==> src/rtl/instr_fetch_unit_if.sv <==
// Instruction-memory port of the fetch stage: valid/ready request channel
// plus an in-order, one-cycle-pulse response channel.
interface instr_fetch_unit_if #(
    parameter int ADDR_W  = 64,
    parameter int INSTR_W = 32
);
    logic               imem_req_valid;
    logic               imem_req_ready;
    logic [ADDR_W-1:0]  imem_req_addr;
    logic               imem_rsp_valid;
    logic [INSTR_W-1:0] imem_rsp_data;

    // fetch unit side
    modport master (
        output imem_req_valid,
        output imem_req_addr,
        input  imem_req_ready,
        input  imem_rsp_valid,
        input  imem_rsp_data
    );

    // memory side
    modport slave (
        input  imem_req_valid,
        input  imem_req_addr,
        output imem_req_ready,
        output imem_rsp_valid,
        output imem_rsp_data
    );
endinterface

==> src/rtl/instr_fetch_unit.sv <==
// IF stage: owns the PC, keeps at most one fetch outstanding, and presents
// {pc, instruction} to IF/ID with a one-entry skid buffer behind a stalled
// output register. Redirects flush everything and restart fetch at the target.
//
//   state | meaning
//   ------+--------------------------------------------------------------
//   REQ   | present a fetch for pc (only while the skid buffer is empty)
//   WAIT  | request accepted, waiting for its response
//   DROP  | request in flight belongs to a flushed path; discard its response
module instr_fetch_unit #(
    parameter int                ADDR_W   = 64,
    parameter int                INSTR_W  = 32,
    parameter logic [ADDR_W-1:0] RESET_PC = '0
) (
    input  logic                clk,
    input  logic                reset_n,
    instr_fetch_unit_if.master  imem,
    input  logic                redirect_valid,
    input  logic [ADDR_W-1:0]   redirect_target,
    input  logic                stall,
    output logic                if_valid,
    output logic [ADDR_W-1:0]   if_pc,
    output logic [INSTR_W-1:0]  if_instr
);

    typedef enum logic [1:0] {
        REQ  = 2'd0,
        WAIT = 2'd1,
        DROP = 2'd2
    } fetchState_t;

    fetchState_t        state;
    fetchState_t        nextState;
    logic [ADDR_W-1:0]  pc;
    logic [ADDR_W-1:0]  reqAddr;
    logic [ADDR_W-1:0]  redirectPc;
    logic               skidValid;
    logic [ADDR_W-1:0]  skidPc;
    logic [INSTR_W-1:0] skidInstr;
    logic               running;
    logic               reqValid;
    logic               reqFire;
    logic               rspTake;

    // running holds requests off until the first edge after reset release
    assign redirectPc = redirect_target & ~ADDR_W'(3);
    assign reqValid   = running && (state == REQ) && !skidValid;
    assign reqFire    = reqValid && imem.imem_req_ready;
    assign rspTake    = (state == WAIT) && imem.imem_rsp_valid && !redirect_valid;

    assign imem.imem_req_valid = reqValid;
    assign imem.imem_req_addr  = pc;

    // state register and start-up flag
    always_ff @(posedge clk or negedge reset_n) begin
        if (!reset_n) begin
            state   <= REQ;
            running <= 1'b0;
        end else begin
            state   <= nextState;
            running <= 1'b1;
        end
    end

    // next-state: a redirect turns any in-flight request into a stale one
    always_comb begin
        nextState = state;
        unique case (state)
            REQ: begin
                if (reqFire) begin
                    nextState = redirect_valid ? DROP : WAIT;
                end
            end
            WAIT: begin
                if (imem.imem_rsp_valid) begin
                    nextState = REQ;
                end else if (redirect_valid) begin
                    nextState = DROP;
                end
            end
            DROP: begin
                if (imem.imem_rsp_valid) begin
                    nextState = REQ;
                end
            end
            default: nextState = REQ;
        endcase
    end

    // PC: redirect wins, otherwise advance when a good response lands
    always_ff @(posedge clk or negedge reset_n) begin
        if (!reset_n) begin
            pc      <= RESET_PC;
            reqAddr <= '0;
        end else begin
            if (redirect_valid) begin
                pc <= redirectPc;
            end else if (rspTake) begin
                pc <= pc + ADDR_W'(4);
            end
            if (reqFire) begin
                reqAddr <= pc;
            end
        end
    end

    // IF/ID output register and skid buffer
    always_ff @(posedge clk or negedge reset_n) begin
        if (!reset_n) begin
            if_valid  <= 1'b0;
            if_pc     <= '0;
            if_instr  <= '0;
            skidValid <= 1'b0;
            skidPc    <= '0;
            skidInstr <= '0;
        end else if (redirect_valid) begin
            if_valid  <= 1'b0;
            skidValid <= 1'b0;
        end else if (if_valid && stall) begin
            if (rspTake) begin
                skidValid <= 1'b1;
                skidPc    <= reqAddr;
                skidInstr <= imem.imem_rsp_data;
            end
        end else if (skidValid) begin
            if_valid  <= 1'b1;
            if_pc     <= skidPc;
            if_instr  <= skidInstr;
            skidValid <= 1'b0;
        end else if (rspTake) begin
            if_valid <= 1'b1;
            if_pc    <= reqAddr;
            if_instr <= imem.imem_rsp_data;
        end else begin
            if_valid <= 1'b0;
        end
    end

    // a response with nothing outstanding means the memory broke the protocol
    assert property (@(posedge clk) disable iff (!reset_n)
        !((state == REQ) && imem.imem_rsp_valid));

endmodule

==> src/flat_wrapper.sv <==
// flat-port wrapper written by rule: the top's interface ports become plain ports
module instr_fetch_unit_flat 
#(
    parameter int                ADDR_W   = 64,
    parameter int                INSTR_W  = 32,
    parameter logic [ADDR_W-1:0] RESET_PC = '0
)
  (clk, reset_n, redirect_valid, redirect_target, stall, if_valid, if_pc, if_instr, imem_imem_req_valid, imem_imem_req_addr, imem_imem_req_ready, imem_imem_rsp_valid, imem_imem_rsp_data);
  instr_fetch_unit_if #(.ADDR_W(ADDR_W), .INSTR_W(INSTR_W)) imem_i ();
  input  logic clk;
  input  logic reset_n;
  input  logic redirect_valid;
  input  logic [ADDR_W-1:0] redirect_target;
  input  logic stall;
  output logic if_valid;
  output logic [ADDR_W-1:0] if_pc;
  output logic [INSTR_W-1:0] if_instr;
  output wire logic [$bits(imem_i.imem_req_valid)-1:0] imem_imem_req_valid;
  output wire logic [$bits(imem_i.imem_req_addr)-1:0] imem_imem_req_addr;
  input wire logic [$bits(imem_i.imem_req_ready)-1:0] imem_imem_req_ready;
  input wire logic [$bits(imem_i.imem_rsp_valid)-1:0] imem_imem_rsp_valid;
  input wire logic [$bits(imem_i.imem_rsp_data)-1:0] imem_imem_rsp_data;
  assign imem_imem_req_valid = imem_i.imem_req_valid;
  assign imem_imem_req_addr = imem_i.imem_req_addr;
  assign imem_i.imem_req_ready = imem_imem_req_ready;
  assign imem_i.imem_rsp_valid = imem_imem_rsp_valid;
  assign imem_i.imem_rsp_data = imem_imem_rsp_data;
  instr_fetch_unit #(.ADDR_W(ADDR_W), .INSTR_W(INSTR_W), .RESET_PC(RESET_PC)) u_core (.clk(clk), .reset_n(reset_n), .imem(imem_i), .redirect_valid(redirect_valid), .redirect_target(redirect_target), .stall(stall), .if_valid(if_valid), .if_pc(if_pc), .if_instr(if_instr));
endmodule
==> config.mk <==
export PLATFORM = sky130hd
export DESIGN_NAME = instr_fetch_unit_flat
export DESIGN_NICKNAME = d
export VERILOG_FILES = /design/src/rtl/instr_fetch_unit_if.sv /design/src/rtl/instr_fetch_unit.sv /design/src/flat_wrapper.sv
export SDC_FILE = /design/constraint.sdc
export NUM_CORES = 1
export LEC_CHECK = 0
export CAP_MARGIN = 20
export CORE_MARGIN = 4
export CORE_UTILIZATION = 52
export CTS_CLUSTER_SIZE = 30
export DETAILED_ROUTE_END_ITERATION = 12
export MAX_ROUTING_LAYER = met4
export PLACE_DENSITY = 0.8
export REMOVE_ABC_BUFFERS = 1
export SYNTH_ARGS = -nofsm -noshare
export SYNTH_HDL_FRONTEND = slang
export SYNTH_SLANG_ARGS = --single-unit
==> constraint.sdc <==
create_clock -name clk -period 3 [get_ports clk]
set_clock_uncertainty 0.15 [all_clocks]
set_input_delay 0.6 -clock clk [delete_from_list [all_inputs] [get_ports clk]]
set_output_delay 0.6 -clock clk [all_outputs]
set_load 0.03 [all_outputs]
## Yosys cells after proc, flatten, opt, wreduce, memory -nomap -nowiden

Cells that the tools add are included.

- Register bits: 325
- Word-level logic and storage cells: 53
- Output and inout port bits: 162

- Add/sub/neg operators: 1
- Muxes and demuxes: 19
- Equal/unequal tests: 7
- Bitwise gates (word level): 2
- Reductions and logical operators: 14

Operators with widths:

| kind | number |
|---|---|
| $mux W64 | 4 |
| $add A64 B3 Y64 const B | 1 |
| $mux W32 | 2 |
| $mux W2 | 5 |
| $reduce_and A3 Y1 | 3 |
| $mux W1 | 7 |
| $logic_and A1 B1 Y1 | 6 |
| $pmux W2 S3 | 1 |
| $ne A2 B2 Y1 const B | 2 |
| $reduce_bool A2 Y1 | 2 |
| $ne A3 B2 Y1 const B | 1 |
| $ne A3 B3 Y1 const B | 1 |
| $eq A2 B1 Y1 const B | 1 |
| $eq A2 B2 Y1 const B | 1 |
| $logic_not A1 Y1 | 2 |
| $logic_not A2 Y1 | 1 |
| $ne A2 B1 Y1 const B | 1 |
| $not A1 Y1 | 2 |

## Depth between registers and ports, before layout

- Depth in word-level cells: 7
- Depth in mapped cells: 8
- Depth with buffers taken out: 6

## Worst setup path after synthesis

Ideal clock, no wire load.

- Path kind: register to register
- From: register u_core.skidValid
- To: register u_core.reqAddr[10]
- Required time: 2.725 ns
- Arrival time: 2.648 ns
- Path buffers: 2
- Setup slack: 0.077 ns
- Setup time: 0.125 ns
- Stages on the path, launching flop included: 6
- Period minus slack after synthesis: 2.923 ns
- Cell sequence: dfrtp_1 -> clkbuf_1 -> nor4b_1 -> nand2_1 -> clkbuf_1 -> mux2_2

- Longest elaborated chain between the ends: 3

Ends and longest elaborated chain:

| item | line | source |
|---|---|---|
| start: declaration | instr_fetch_unit.sv:37 | `logic skidValid;` |
| start signal: assignment | instr_fetch_unit.sv:113 | `skidValid <= 1'b0;` |
| start signal: assignment | instr_fetch_unit.sv:118 | `skidValid <= 1'b0;` |
| start signal: assignment | instr_fetch_unit.sv:121 | `skidValid <= 1'b1;` |
| $logic_not A1 Y1 | instr_fetch_unit.sv:47 | `assign reqValid = running && (state == REQ) && !skidValid;` |
| $logic_and A1 B1 Y1 | instr_fetch_unit.sv:47 |  |
| named net imem_imem_req_valid | flat_wrapper.sv:18 | `output wire logic [$bits(imem_i.imem_req_valid)-1:0] imem_imem_req_valid;` |
| $logic_and A1 B1 Y1 | instr_fetch_unit.sv:48 | `assign reqFire = reqValid && imem.imem_req_ready;` |
| end signal: assignment | instr_fetch_unit.sv:102 | `reqAddr <= pc;` |
| end: declaration | instr_fetch_unit.sv:35 | `logic [ADDR_W-1:0] reqAddr;` |

The timed path passes the listed nets, and every way through them passes these cells.
A chain may end at the register's enable or synchronous reset.

## Worst setup path after layout

- From: register u_core.pc[22] (netlist: u_core.imem.imem_req_addr[22])
- To: register u_core.pc[53] (netlist: u_core.imem.imem_req_addr[53])

- Longest elaborated chain between the ends: 3

Ends and longest elaborated chain:

| item | line | source |
|---|---|---|
| start: declaration | instr_fetch_unit.sv:34 | `logic [ADDR_W-1:0] pc;` |
| start signal: assignment | instr_fetch_unit.sv:97 | `pc <= redirectPc;` |
| start signal: assignment | instr_fetch_unit.sv:99 | `pc <= pc + ADDR_W'(4);` |
| $add A64 B3 Y64 | instr_fetch_unit.sv:99 |  |
| $mux W64 | instr_fetch_unit.sv:98 | `end else if (rspTake) begin` |
| $mux W64 | instr_fetch_unit.sv:96 | `if (redirect_valid) begin` |

Every way passes these cells. The select of a mux whose other input is x is not followed.

==> key figures <==
Status
  • Status: finished clean

Synthesis
  • Adder-cell area share of the yosys netlist: 0.0893%
  • Simple logic cell fraction of the synthesized area: 12.5%
  • Synth Area in Compound Gates: 6.89%
  • Synth Area in XOR/XNOR: 2.31%
  • Distinct cells, synth: 47
  • Post-synthesis area per instance: 11.4 µm²
  • Top FF cell, synth: dfrtp_1
  • Synth Cell Area: 14000 µm²
  • Yosys reg bits: 317
  • Mapped Cells: 1229
  • Number of flops mapped to enable cells by yosys: 0
  • Yosys warning count: 0
  • Main combinational cell family by area after synthesis: multiplexers
  • Post-synthesis mux area share: 19.0%
  • Synth async-reset ratio: 100%
  • Sequential share of the synthesized area: 56.6%

Floorplanning
  • Core box area: 26300 µm²
  • Die Y: 172 µm
  • Io pins: 264
  • FP Rows: 59
  • Initial Utilization: 53.3%
  • Die width: 172 µm
  • Die area: 29600 µm²

Cells and area
  • Final Core Density: 70.4%
  • Post-layout instance area: 18500 µm²
  • P&R area growth vs syn: 32.0%
  • Share of cells above drive strength 1: 17.4%
  • Nets: 1599
  • Non-Filler Instances: 1860

Route
  • DRC violation count after routing: 0
  • WL/cell: 19.0 µm
  • ANT nets after route: 0
  • Drt initial violations: 736
  • Via-to-Cell Ratio: 5.62
  • Drt first pass iters: 5
  • Vias: 10.5k
  • Final wirelength: 35400 µm

STA
  • Unrepaired setup endpoints after global routing: false
  • Final Max Slew Viols: 0
  • Fin. Hold Viols: 0
  • Final WS setup: 0.326 ns
  • Achievable Freq: 0.374 GHz
  • Tmin final: 2.67 ns
  • Max_slew headroom: 51.2%
  • Hold slack final: 0.325 ns
  • Post-route clock period utilization: 89.1%
  • Total Neg Setup Slack: 0 ns
  • Worst-Margin Slew: 0.732 ns
  • Endpoints failing setup: 0

Pwr
  • PwrDens: 762 nW/µm²
  • Maximum vdd ir drop: 0.570 mV
  • Total power: 14.1 mW
  • Total leakage power: 7.93 nW

Critical path
  • CP Class: register to register
  • Worst Path Max Fanout: 12
  • Crit-path slowest cell: or4b_4
  • Buf+Inv Stages, Crit Path: 0
  • Worst EP arrival: 2.94 ns
  • Crit path required time: 3.27 ns
  • Worst path max stage delay: 0.64 ns
  • Crit path max-delay family: simple AND/OR/NAND/NOR gates
  • CP endpoint kind: register
  • CP Launch Type: register
  • CP Cell Sequence: nand3_2, or4_4, or4b_4, or4_1, a31oi_1

Place
  • Dpl cell area: 17200 µm²
  • GP Congestion: 0.838
  • DP HPWL: 24200 µm
  • Placed cells: 1793
  • Setup WS pre-CTS: 0.0198 ns
  • IO Port Bufs: 257

GRT
  • GRT Total Usage: 24.6%
  • First-pass GRT wire length: 56700 µm
  • Largest net degree at the start of global routing: 96
  • Initial antenna violation count: 4
  • Number of global-route vias before repair: 10.8k
  • Total grt overflow: 0

Clock network
  • Max clock buf depth: 3
  • Postcts setup bufs: 0
  • Number of CTS-inserted buffers: 35
  • CTS tree: yes
  • Clk slew on worst S/H paths: 0.06 ns
  • CTS root buf: clkbuf_16
  • Post-CTS Resized: 0
  • Clk sink count: 317
  • Clock Latency Late Sink: 0.50 ns
  • H-tree levels: 2

Min path
  • Hold crit path type: register to register

Run
  • MaxCap Viol Count: 0
[registers in the layout (all words and copies together), names as in the netlist]
register and flops:
u_core.if_instr 32, u_core.if_pc 62, u_core.if_valid 1, u_core.imem.imem_req_addr 62, u_core.reqAddr 62, u_core.running 1, u_core.skidInstr 32, u_core.skidPc 62
u_core.skidValid 1, u_core.state 2
[metal layers]
metal  track usage, %  wire length [µm]  up-vias
met5                -                 0        -
li1                 -                 -     4903
met4             6.84               859        0
met3             5.17              2230       64
met1             31.6             15200     5166
met2             39.9             17100      319
[area by class of cell]
type	instances	area [µm²]
inverter	10	37.5
fill	1881	7780
tap	335	419
clock buffer	47	1010
antenna	4	10.0
clock inverter	15	233
sequential	317	7940
multi-input combinational	827	5760
timing repair buffer	305	3100
[synthesized netlist by cell type (all sizes together), types with 7 or more instances]
cell type,n,area (µm²)
mux2i,101,1010
o21ai,150,751
nand3,29,150
inv,10,37.5
mux2,147,1660
xnor2,30,263
nand2,178,668
nor2b,12,75.1
or4,13,103
nor2,16,60.1
and4,12,105
dfrtp,317,7930
and3,8,50.1
nor4,17,106
clkbuf,69,259
nand4,29,181
a22oi,9,67.6
buf,9,57.6
nor3,20,100
xor2,7,61.3
[kinds of logic (layout without fill, tap and decap cells)]
family / count (synthesis) / after routing
XOR/XNOR: 37 / 37
AND/OR/NAND/NOR: 356 / 356
AO/OA/AOI/OAI: 180 / 180
buffers and inverters: 88 / 377
multiplexers: 248 / 248
other: 2 / 9
flip-flops: 317 / 317
adder cells (fa/ha/maj): 1 / 1
[path summary, 6_finish.rpt]
check	from	depth (start not counted)	slack, ns	endpoint
setup / recovery	u_core.imem.imem_req_addr[22]	5	0.33	u_core.imem.imem_req_addr[53]
hold / removal	u_core.if_instr[22]	2	0.33	u_core.if_instr[22]
setup reg to reg	u_core.imem.imem_req_addr[22]	5	0.33	u_core.imem.imem_req_addr[53]
hold reg to reg	u_core.if_instr[22]	2	0.33	u_core.if_instr[22]
max in group asynchronous	reset_n	3	1.36	u_core.if_instr[14]
min in group asynchronous	reset_n	2	0.50	u_core.if_instr[9]
[worst reg2reg max path, stage by stage, from the launching register on]
cell and delay [ns]:
dfrtp_1 0.45, nand3_2 0.16, or4_4 0.60, or4b_4 0.64
or4_1 0.43, a31oi_1 0.16
[cell usage in the layout, fill, tap and decap left out, drive strengths merged, types with 9 or more instances in the layout]
cell,instances
dfrtp,317
clkdlybuf4s50,254
nand2,178
o21ai,150
mux2,147
mux2i,101
buf,50
clkbuf,47
xnor2,30
nand4,29
nand3,29
nor3,20
nor4,17
nor2,16
or4,13
and4,12
nor2b,12
inv,10
a22oi,9
[where the power goes]
part / switching (mW) / total (mW) / internal, mW
clock: 1.69 / 4.57 / 2.89
combinational: 2.15 / 3.80 / 1.65
sequential: 0.600 / 5.72 / 5.12
[what timing repair did]
| action | CTS | global route |
|---|---|---|
| setup endpoints to repair | 0 | 0 |
| endpoints found under the hold margin | 64 | 0 |
| hold buffers | 1 | 0 |
Note: power is estimated with default switching activity, not from simulation.
